==> src/rtl/seed_hit_detector.sv <==
// seed_hit_detector
//   Follows per-cycle match flags from the query/subject match array cell and tracks
//   how many consecutive matches lie on one diagonal. A diagonal step means both ids
//   advance by one, modulo 2**LENGTH_COUNTER.
//   When a run reaches WORD_LEN matches, the seed start positions are pushed into a
//   first-word-fall-through FIFO. The FIFO drives a valid/ready handshake toward the
//   ungapped-extension stage.
//   Optional feature macro: SEED_HIT_REARM_EN
//     defined   -> the run restarts after every hit, so an unbroken diagonal yields one
//                  non-overlapping seed per WORD_LEN matches
//     undefined -> the run saturates, giving exactly one hit per unbroken diagonal run
module seed_hit_detector #(
   parameter int LENGTH_COUNTER = 8,
   parameter int WORD_LEN       = 11,
   parameter int FIFO_DEPTH     = 8
) (
   input  logic                          com_clk,
   input  logic                          reset,
   input  logic                          match,
   input  logic [LENGTH_COUNTER-1:0]     query_id,
   input  logic [LENGTH_COUNTER-1:0]     sub_id,
   output logic                          hit_valid,
   input  logic                          hit_ready,
   output logic [LENGTH_COUNTER-1:0]     hit_query_pos,
   output logic [LENGTH_COUNTER-1:0]     hit_sub_pos,
   output logic [$clog2(FIFO_DEPTH):0]   fifo_count,
   output logic                          overflow
);

   localparam int PW = $clog2(FIFO_DEPTH);
   localparam int CW = PW + 1;

   localparam logic [LENGTH_COUNTER-1:0] LEN_ZERO   = LENGTH_COUNTER'(0);
   localparam logic [LENGTH_COUNTER-1:0] LEN_ONE    = LENGTH_COUNTER'(1);
   localparam logic [LENGTH_COUNTER-1:0] WORD_LEN_C = LENGTH_COUNTER'(WORD_LEN);
   localparam logic [LENGTH_COUNTER-1:0] OFFSET_C   = LENGTH_COUNTER'(WORD_LEN - 1);
   localparam logic [PW-1:0]             PTR_ONE    = PW'(1);
   localparam logic [CW-1:0]             CNT_ZERO   = CW'(0);
   localparam logic [CW-1:0]             CNT_ONE    = CW'(1);
   localparam logic [CW-1:0]             DEPTH_C    = CW'(FIFO_DEPTH);

   typedef enum logic [1:0] {
      ST_IDLE   = 2'd0,
      ST_RUN    = 2'd1,
      ST_SEEDED = 2'd2
   } run_state_e;

   run_state_e                  state_q, state_d;
   logic [LENGTH_COUNTER-1:0]   run_len_q, run_len_d;
   logic [LENGTH_COUNTER-1:0]   last_q_q, last_q_d;
   logic [LENGTH_COUNTER-1:0]   last_s_q, last_s_d;
   logic [LENGTH_COUNTER-1:0]   grow_len_s;
   logic [LENGTH_COUNTER-1:0]   next_q_s, next_s_s;
   logic                        diag_s;
   logic                        hit_s;
   logic [LENGTH_COUNTER-1:0]   start_q_s, start_s_s;

   logic [LENGTH_COUNTER-1:0]   fifo_qpos_q [FIFO_DEPTH];
   logic [LENGTH_COUNTER-1:0]   fifo_spos_q [FIFO_DEPTH];
   logic [PW-1:0]               wr_ptr_q, wr_ptr_d;
   logic [PW-1:0]               rd_ptr_q, rd_ptr_d;
   logic [CW-1:0]               count_q, count_d;
   logic                        overflow_q, overflow_d;
   logic                        pop_s, push_s, full_s;

   // Run tracker next state: diagonal continuity check, run length update, hit event.
   always_comb begin
      state_d    = state_q;
      run_len_d  = run_len_q;
      last_q_d   = last_q_q;
      last_s_d   = last_s_q;
      grow_len_s = LEN_ONE;
      next_q_s   = last_q_q + LEN_ONE;
      next_s_s   = last_s_q + LEN_ONE;
      diag_s     = (query_id == next_q_s) && (sub_id == next_s_s);
      hit_s      = 1'b0;
      start_q_s  = query_id - OFFSET_C;
      start_s_s  = sub_id - OFFSET_C;

      if (match) begin
         last_q_d = query_id;
         last_s_d = sub_id;
         case (state_q)
            ST_IDLE:   grow_len_s = LEN_ONE;
            ST_RUN:    grow_len_s = diag_s ? (run_len_q + LEN_ONE) : LEN_ONE;
            ST_SEEDED: grow_len_s = diag_s ? WORD_LEN_C : LEN_ONE;
            default:   grow_len_s = LEN_ONE;
         endcase
         run_len_d = grow_len_s;
         // A hit fires only on entering the seeded length, never while held there.
         hit_s     = (grow_len_s == WORD_LEN_C) && (run_len_q != WORD_LEN_C);
      end else begin
         run_len_d = LEN_ZERO;
      end

`ifdef SEED_HIT_REARM_EN
      // Restart so the next WORD_LEN matches form a new, non-overlapping seed.
      if (hit_s) begin
         run_len_d = LEN_ZERO;
      end else begin
         run_len_d = run_len_d;
      end
`endif

      if (run_len_d == LEN_ZERO) begin
         state_d = ST_IDLE;
      end else if (run_len_d == WORD_LEN_C) begin
         state_d = ST_SEEDED;
      end else begin
         state_d = ST_RUN;
      end
   end

   // Run tracker state registers.
   always_ff @(posedge com_clk or posedge reset) begin
      if (reset) begin
         state_q   <= ST_IDLE;
         run_len_q <= LEN_ZERO;
         last_q_q  <= LEN_ZERO;
         last_s_q  <= LEN_ZERO;
      end else begin
         state_q   <= state_d;
         run_len_q <= run_len_d;
         last_q_q  <= last_q_d;
         last_s_q  <= last_s_d;
      end
   end

   // FIFO control: a full FIFO still accepts a hit when its head leaves the same cycle.
   always_comb begin
      pop_s      = (count_q != CNT_ZERO) && hit_ready;
      full_s     = (count_q == DEPTH_C);
      push_s     = hit_s && (!full_s || pop_s);
      overflow_d = overflow_q;
      wr_ptr_d   = wr_ptr_q;
      rd_ptr_d   = rd_ptr_q;
      count_d    = count_q;

      if (hit_s && full_s && !pop_s) begin
         overflow_d = 1'b1;
      end else begin
         overflow_d = overflow_q;
      end

      if (push_s) begin
         wr_ptr_d = wr_ptr_q + PTR_ONE;
      end else begin
         wr_ptr_d = wr_ptr_q;
      end

      if (pop_s) begin
         rd_ptr_d = rd_ptr_q + PTR_ONE;
      end else begin
         rd_ptr_d = rd_ptr_q;
      end

      case ({push_s, pop_s})
         2'b10:   count_d = count_q + CNT_ONE;
         2'b01:   count_d = count_q - CNT_ONE;
         default: count_d = count_q;
      endcase
   end

   // FIFO storage, pointers, occupancy and sticky overflow flag.
   always_ff @(posedge com_clk or posedge reset) begin
      if (reset) begin
         for (int i = 0; i < FIFO_DEPTH; i++) begin
            fifo_qpos_q[i] <= LEN_ZERO;
            fifo_spos_q[i] <= LEN_ZERO;
         end
         wr_ptr_q   <= PW'(0);
         rd_ptr_q   <= PW'(0);
         count_q    <= CNT_ZERO;
         overflow_q <= 1'b0;
      end else begin
         if (push_s) begin
            fifo_qpos_q[wr_ptr_q] <= start_q_s;
            fifo_spos_q[wr_ptr_q] <= start_s_s;
         end
         wr_ptr_q   <= wr_ptr_d;
         rd_ptr_q   <= rd_ptr_d;
         count_q    <= count_d;
         overflow_q <= overflow_d;
      end
   end

   assign hit_valid     = (count_q != CNT_ZERO);
   assign hit_query_pos = fifo_qpos_q[rd_ptr_q];
   assign hit_sub_pos   = fifo_spos_q[rd_ptr_q];
   assign fifo_count    = count_q;
   assign overflow      = overflow_q;

endmodule
==> config.mk <==
export PLATFORM = sky130hd
export DESIGN_NAME = seed_hit_detector
export DESIGN_NICKNAME = d
export VERILOG_FILES = /design/src/rtl/seed_hit_detector.sv
export SDC_FILE = /design/constraint.sdc
export NUM_CORES = 1
export LEC_CHECK = 0
export CELL_PAD_IN_SITES_DETAIL_PLACEMENT = 1
export CELL_PAD_IN_SITES_GLOBAL_PLACEMENT = 1
export CORE_MARGIN = 3
export CORE_UTILIZATION = 30
export CTS_CLUSTER_DIAMETER = 120
export DETAILED_ROUTE_END_ITERATION = 10
export PLACE_DENSITY_LB_ADDON = 0.25
export SKIP_CTS_REPAIR_TIMING = 1
export SLEW_MARGIN = 15
export SYNTH_ARGS = -nofsm -noshare
export SYNTH_HDL_FRONTEND = slang
export SYNTH_SLANG_ARGS = --single-unit
==> constraint.sdc <==
create_clock -name com_clk -period 9.5 [get_ports com_clk]
set_input_delay 1.9 -clock com_clk [delete_from_list [all_inputs] [get_ports com_clk]]
set_output_delay 1.9 -clock com_clk [all_outputs]
set_load 0.005 [all_outputs]
Word level (Yosys, flattened, before mapping)
Index checks and enable logic that the tools add are counted.

Flip-flop bits (word level): 165. Input bits: 20. Output and inout bits: 22. Logic and storage cells: 80.

$add $sub $neg: 9. $lt $le $gt $ge: 3. Eq/ne operators: 10. Mux-type cells: 19. Bitwise logic cells: 2. Reductions and logical operators: 13.

Operators by type and width (number): $bwmux W64 (2); $mux W8 (8); $bmux W8 S3 (2); $add A8 B1 Y8 const B (3); $demux W8 S3 (1); $eq A8 B4 Y1 const B (2); $eq A8 B8 Y1 (2); $pmux W8 S2 (1); $sub A8 B4 Y8 const B (2); $ge A4 B4 Y1 const B (2); $logic_not A8 Y1 (1); $ne A8 B4 Y1 const B (1); $not A3 Y4 (2); $pmux W4 S2 (1); $logic_and A1 B1 Y1 (7); $add A3 B1 Y3 const B (2); $add A4 B1 Y4 const B (1); $eq A2 B1 Y1 const B (2); $eq A2 B2 Y1 const B (2); $eq A4 B4 Y1 const B (1); $lt A4 B1 Y1 const B (1); $mux W2 (2); $mux W4 (1); $reduce_bool A4 Y1 (1); other kinds (5) (6).

Longest topological paths before layout
Word-level depth: 12. Depth in mapped cells: 15.

Least setup slack after synthesis
Ideal clock, no wire load.

Path kind: input-to-reg. Start: input query_id[0]. End: register count_q[3], in the netlist fifo_count[3]. Arrival: 4720 ps. Slack: 4654 ps. Stages on the path: 15. Cells stage by stage: buf_2 -> xor2_1 -> nand4_1 -> or4_4 -> nor4_1 -> nand3_1 -> nor3_1 -> inv_1 -> ha_1 -> ha_1 -> a21o_1 -> a21oi_1 -> xnor2_1 -> nor2_1 -> xor2_1.

Longest elaborated chain between the ends: 11. Elaborated cells on any way between the ends: 14. Classes of those cells: eq/ne: 4; mux: 6; reduce/logical: 4.

Ends and longest elaborated chain: start: declaration (RTL line 20) `input logic [LENGTH_COUNTER-1:0] query_id,`; $eq A8 B8 Y1 * (RTL line 75) `diag_s = (query_id == next_q_s) && (sub_id == next_s_s);`; $logic_and A1 B1 Y1 * (RTL line 75); $mux W8 or $mux W4 (tied branches) (RTL line 85, 86); $pmux W8 S2 * (RTL line 83) `case (state_q)`; $mux W8 * (RTL line 80) `if (match) begin`; $eq A8 B4 Y1 * (RTL line 91) `hit_s = (grow_len_s == WORD_LEN_C) && (run_len_q != WORD_LEN_C);`; $logic_and A1 B1 Y1 * (RTL line 91); $mux W1 * (RTL line 80); $logic_and A1 B1 Y1 * (RTL line 133) `push_s = hit_s && (!full_s || pop_s);`; $eq A2 B1 Y1 or $eq A2 B2 Y1 (tied branches) (RTL line 157) `case ({push_s, pop_s})`; $pmux W4 S2 or $reduce_bool A2 Y1 (tied branches); end signal: assignment (RTL line 182) `count_q <= count_d;`; end: declaration (RTL line 62) `logic [CW-1:0] count_q, count_d;`.

Every way passes the cells marked *; elsewhere a longest branch is shown, timed or not. The select of a mux whose other input is x is not followed. A chain may end at the register's enable or synchronous reset.

Final worst setup path
Start: input query_id[2]. End: register fifo_spos_q[40] (netlist bit).

Longest elaborated chain between the ends: 9. Elaborated cells on any way between the ends: 10. Classes of those cells: eq/ne: 2; mux: 5; reduce/logical: 3.

Ends and longest elaborated chain: $eq A8 B8 Y1 * (RTL line 75); $logic_and A1 B1 Y1 * (RTL line 75); $mux W8 or $mux W4 (tied branches) (RTL line 85, 86); $pmux W8 S2 * (RTL line 83); $mux W8 * (RTL line 80); $eq A8 B4 Y1 * (RTL line 91); $logic_and A1 B1 Y1 * (RTL line 91); $mux W1 * (RTL line 80); $logic_and A1 B1 Y1 * (RTL line 133); end signal: indexed assignment (RTL line 178) `fifo_spos_q[wr_ptr_q] <= start_s_s;`; end: declaration (RTL line 59) `logic [LENGTH_COUNTER-1:0] fifo_spos_q [FIFO_DEPTH];`.

Marks and branches as above.

==> impl_metrics.tcl <==
set metrics [dict create \
    status "completed" \
    clk-insertion-delay-late_ns 0.43 \
    chipHeight_um 173 \
    synth-edff-count 0 \
    p_leak_nw 4.51 \
    syn_to_final_growth_pct 16.0 \
    io_buffers 41 \
    dieWidth_um 173 \
    p_per_area_mw_per_mm2 187 \
    initial_core_util 0.308 \
    io_pins 42 \
    p_int_mw 1.28 \
    yosysSeqAreaShare 0.492 \
    wire_per_inst_um 19.4 \
    numClockSinks 165 \
    grt_pass1_wl_um 32900 \
    whs_path_depth 2 \
    rrSetupSlack_ns 4.98 \
    synthArstFlopShare 1.00 \
    grt_max_degree 96 \
    cp-end-kind "register" \
    final_util 0.358 \
    yosys_warnings 0 \
    crit_path_start_kind "input port" \
    cp.arrival_ns 6.19 \
    p_comb_frac 0.194 \
    synth_cell_type_count 57 \
    rows 60 \
    core-area_mm2 0.0273 \
    ys.flop_type "dfrtp_1" \
    setup_viol 0 \
    yosys-top-cells-area "dfrtp_1 (49%), mux2_2 (16%), mux4_2 (8.6%), mux2_4 (4.3%), xnor2_1 (2.4%)" \
    syn_nets 648 \
    fp.dieArea_mm2 0.0300 \
    layout-drive-gt1-share 0.330 \
    p_sw_uw 542 \
    drc 0 \
    layout.nets 680 \
    grt_pass1_vias 5783 \
    vias_per_cell 4.95 \
    final_antenna_net_count 0 \
    syn_avg_cell_area_um2 13.7 \
    vias 5112 \
    tritoncts "yes" \
    htree_levels 4 \
    fmax_mhz 170 \
    cts_buffers 17 \
    path_max_fanout 23 \
    required_ns 9.80 \
    max_slew.worst_pin.slew_ns 1.18 \
    clockBufferDepth 2 \
    hold_class "register to register" \
    ff2ff_path_depth 8 \
    vdd_drop_max_mv 0.128 \
    synth.cell_area_mm2 0.00840 \
    syn_inst 615 \
    finalWirelength_um 20100 \
    final.min_clock_period_ns 5.88 \
    yosysTopAreaCell "dfrtp_1" \
    dp_hpwl_um 13500 \
    pwr-share-seq 0.424 \
    fin_crit_sh 0.619 \
    slew_viol_final 0 \
    grt-ovfl-total 0 \
    dr.first_iter.drc_count 264 \
    finalSetupTns_ns 0 \
    max_slew_margin 0.215 \
    p_sw_frac 0.298 \
    first_pass_iters 5 \
    clockRootBuffer "clkbuf_16" \
    max_cap_viol_count 0 \
    hold_viol_final 0 \
    ys_ff_latch 165 \
    fin_skew_ns 0.0128 \
    clk_pin_slew_ns 0.07 \
    rsz0062_at_grt "no" \
    synth_top_area_frac 0.492 \
    antenna_found_initial 0 \
    n_antenna_cell 0 \
    pwr-share-clk 0.382 \
    grt_util_all_layers 0.140 \
    gp_congestion 0.759 \
    crit_type "input port to register" \
]
## cell type report
type	instances	area, µm²
Clock buffer	19	453
Clock inverter	13	136
Fill cell	2854	17500
Inverter	27	106
Multi-Input combinational cell	389	4000
Sequential cell	165	4130
Tap cell	372	465
Timing Repair Buffer	47	455
## per-layer routing
metal	up-vias	track usage	share of wire
li1	2307	-	-
met2	54	0.233	0.50
met1	2737	0.188	0.47
met5	-	0	0
met4	0	0.0294	0.0076
met3	14	0.0304	0.025
## per-stage QoR
stage,area [µm²],std cells,power (mW),worst slack (ns),hold WS [ns]
after global routing,9740,1032,1.92,3.29,0.518
after detailed placement,9150,1000,1.15,3.13,0.465
after global placement,9150,1000,1.14,3.20,0.456
after floorplan,8400,615,1.02,3.14,0.453
final,9740,1032,1.82,3.62,0.475
after CTS,9740,1032,1.85,3.57,0.483
## critical path, cell delays in order
cell and delay [ns]:
clkdlybuf4s50_1 0.53, or3b_1 0.41, o211a_1 0.14, o32a_1 0.37, nor3b_1 0.22, nand4_1 0.81, or4b_1 1.31, mux2_4 0.48
## sequential cells by signal, summed over array words and instances, names as in the netlist
name / flops
fifo_qpos_q: 64
fifo_spos_q: 64
last_q_q: 8
last_s_q: 8
run_len_q: 8
fifo_count: 4
rd_ptr_q: 3
wr_ptr_q: 3
state_q: 2
overflow: 1
## cell families after synthesis
logic type | after synthesis | share of synthesized area
compound gates | 48 | 0.0389
simple gates | 98 | 0.0688
xor+xnor | 42 | 0.0438
mux | 188 | 0.304
flops | 165 | 0.492
fa+ha+maj | 13 | 0.0203
buf+inv | 61 | 0.0325
## power by group through the flow
stage               combinational, mW  clock [mW]  sequential (mW)
finish                          0.354       0.694            0.771
global route                    0.394       0.751            0.775
CTS                             0.365       0.713            0.771
detailed placement              0.364           0            0.785
global placement                0.358           0            0.782
floorplan                       0.258           0            0.758
## Yosys cell counts, types with 5 or more instances
library cell,instances
and2_1,5
mux2_4,24
o31ai_1,8
xnor2_1,23
clkbuf_1,12
buf_2,11
nor4_1,6
nor2b_1,6
mux4_2,32
ha_1,12
a21oi_1,8
dfrtp_1,165
nor2_1,21
nor3_1,5
xor2_1,19
buf_1,7
inv_1,25
nand3_1,9
mux2i_1,11
nand2_1,11
mux2_2,117
o21ai_0,12
## layout by cell type, fill, tap and decap left out, drive strengths merged, types with 6 or more instances in the layout
cell           instances
nand2                 11
nor4                   6
clkdlybuf4s50         41
xor2                  19
nor3                   6
mux2i                 11
nor2                  21
nand3                  9
inv                   34
o31ai                  8
ha                    12
nor2b                  6
xnor2                 23
o21ai                 12
a21oi                  8
mux4                  32
dfrtp                165
mux2                 145
buf                    6
clkbuf                19
## worst paths after layout
path,end,startpoint
worst min-delay path,overflow,overflow
worst max-delay path,fifo_spos_q[40],query_id[2]
worst max register to register,fifo_spos_q[40],last_s_q[0]
min in group asynchronous,run_len_q[4],reset
max in group asynchronous,last_s_q[3],reset
worst min register to register,overflow,overflow
Note: power is estimated with default switching activity, not from simulation.
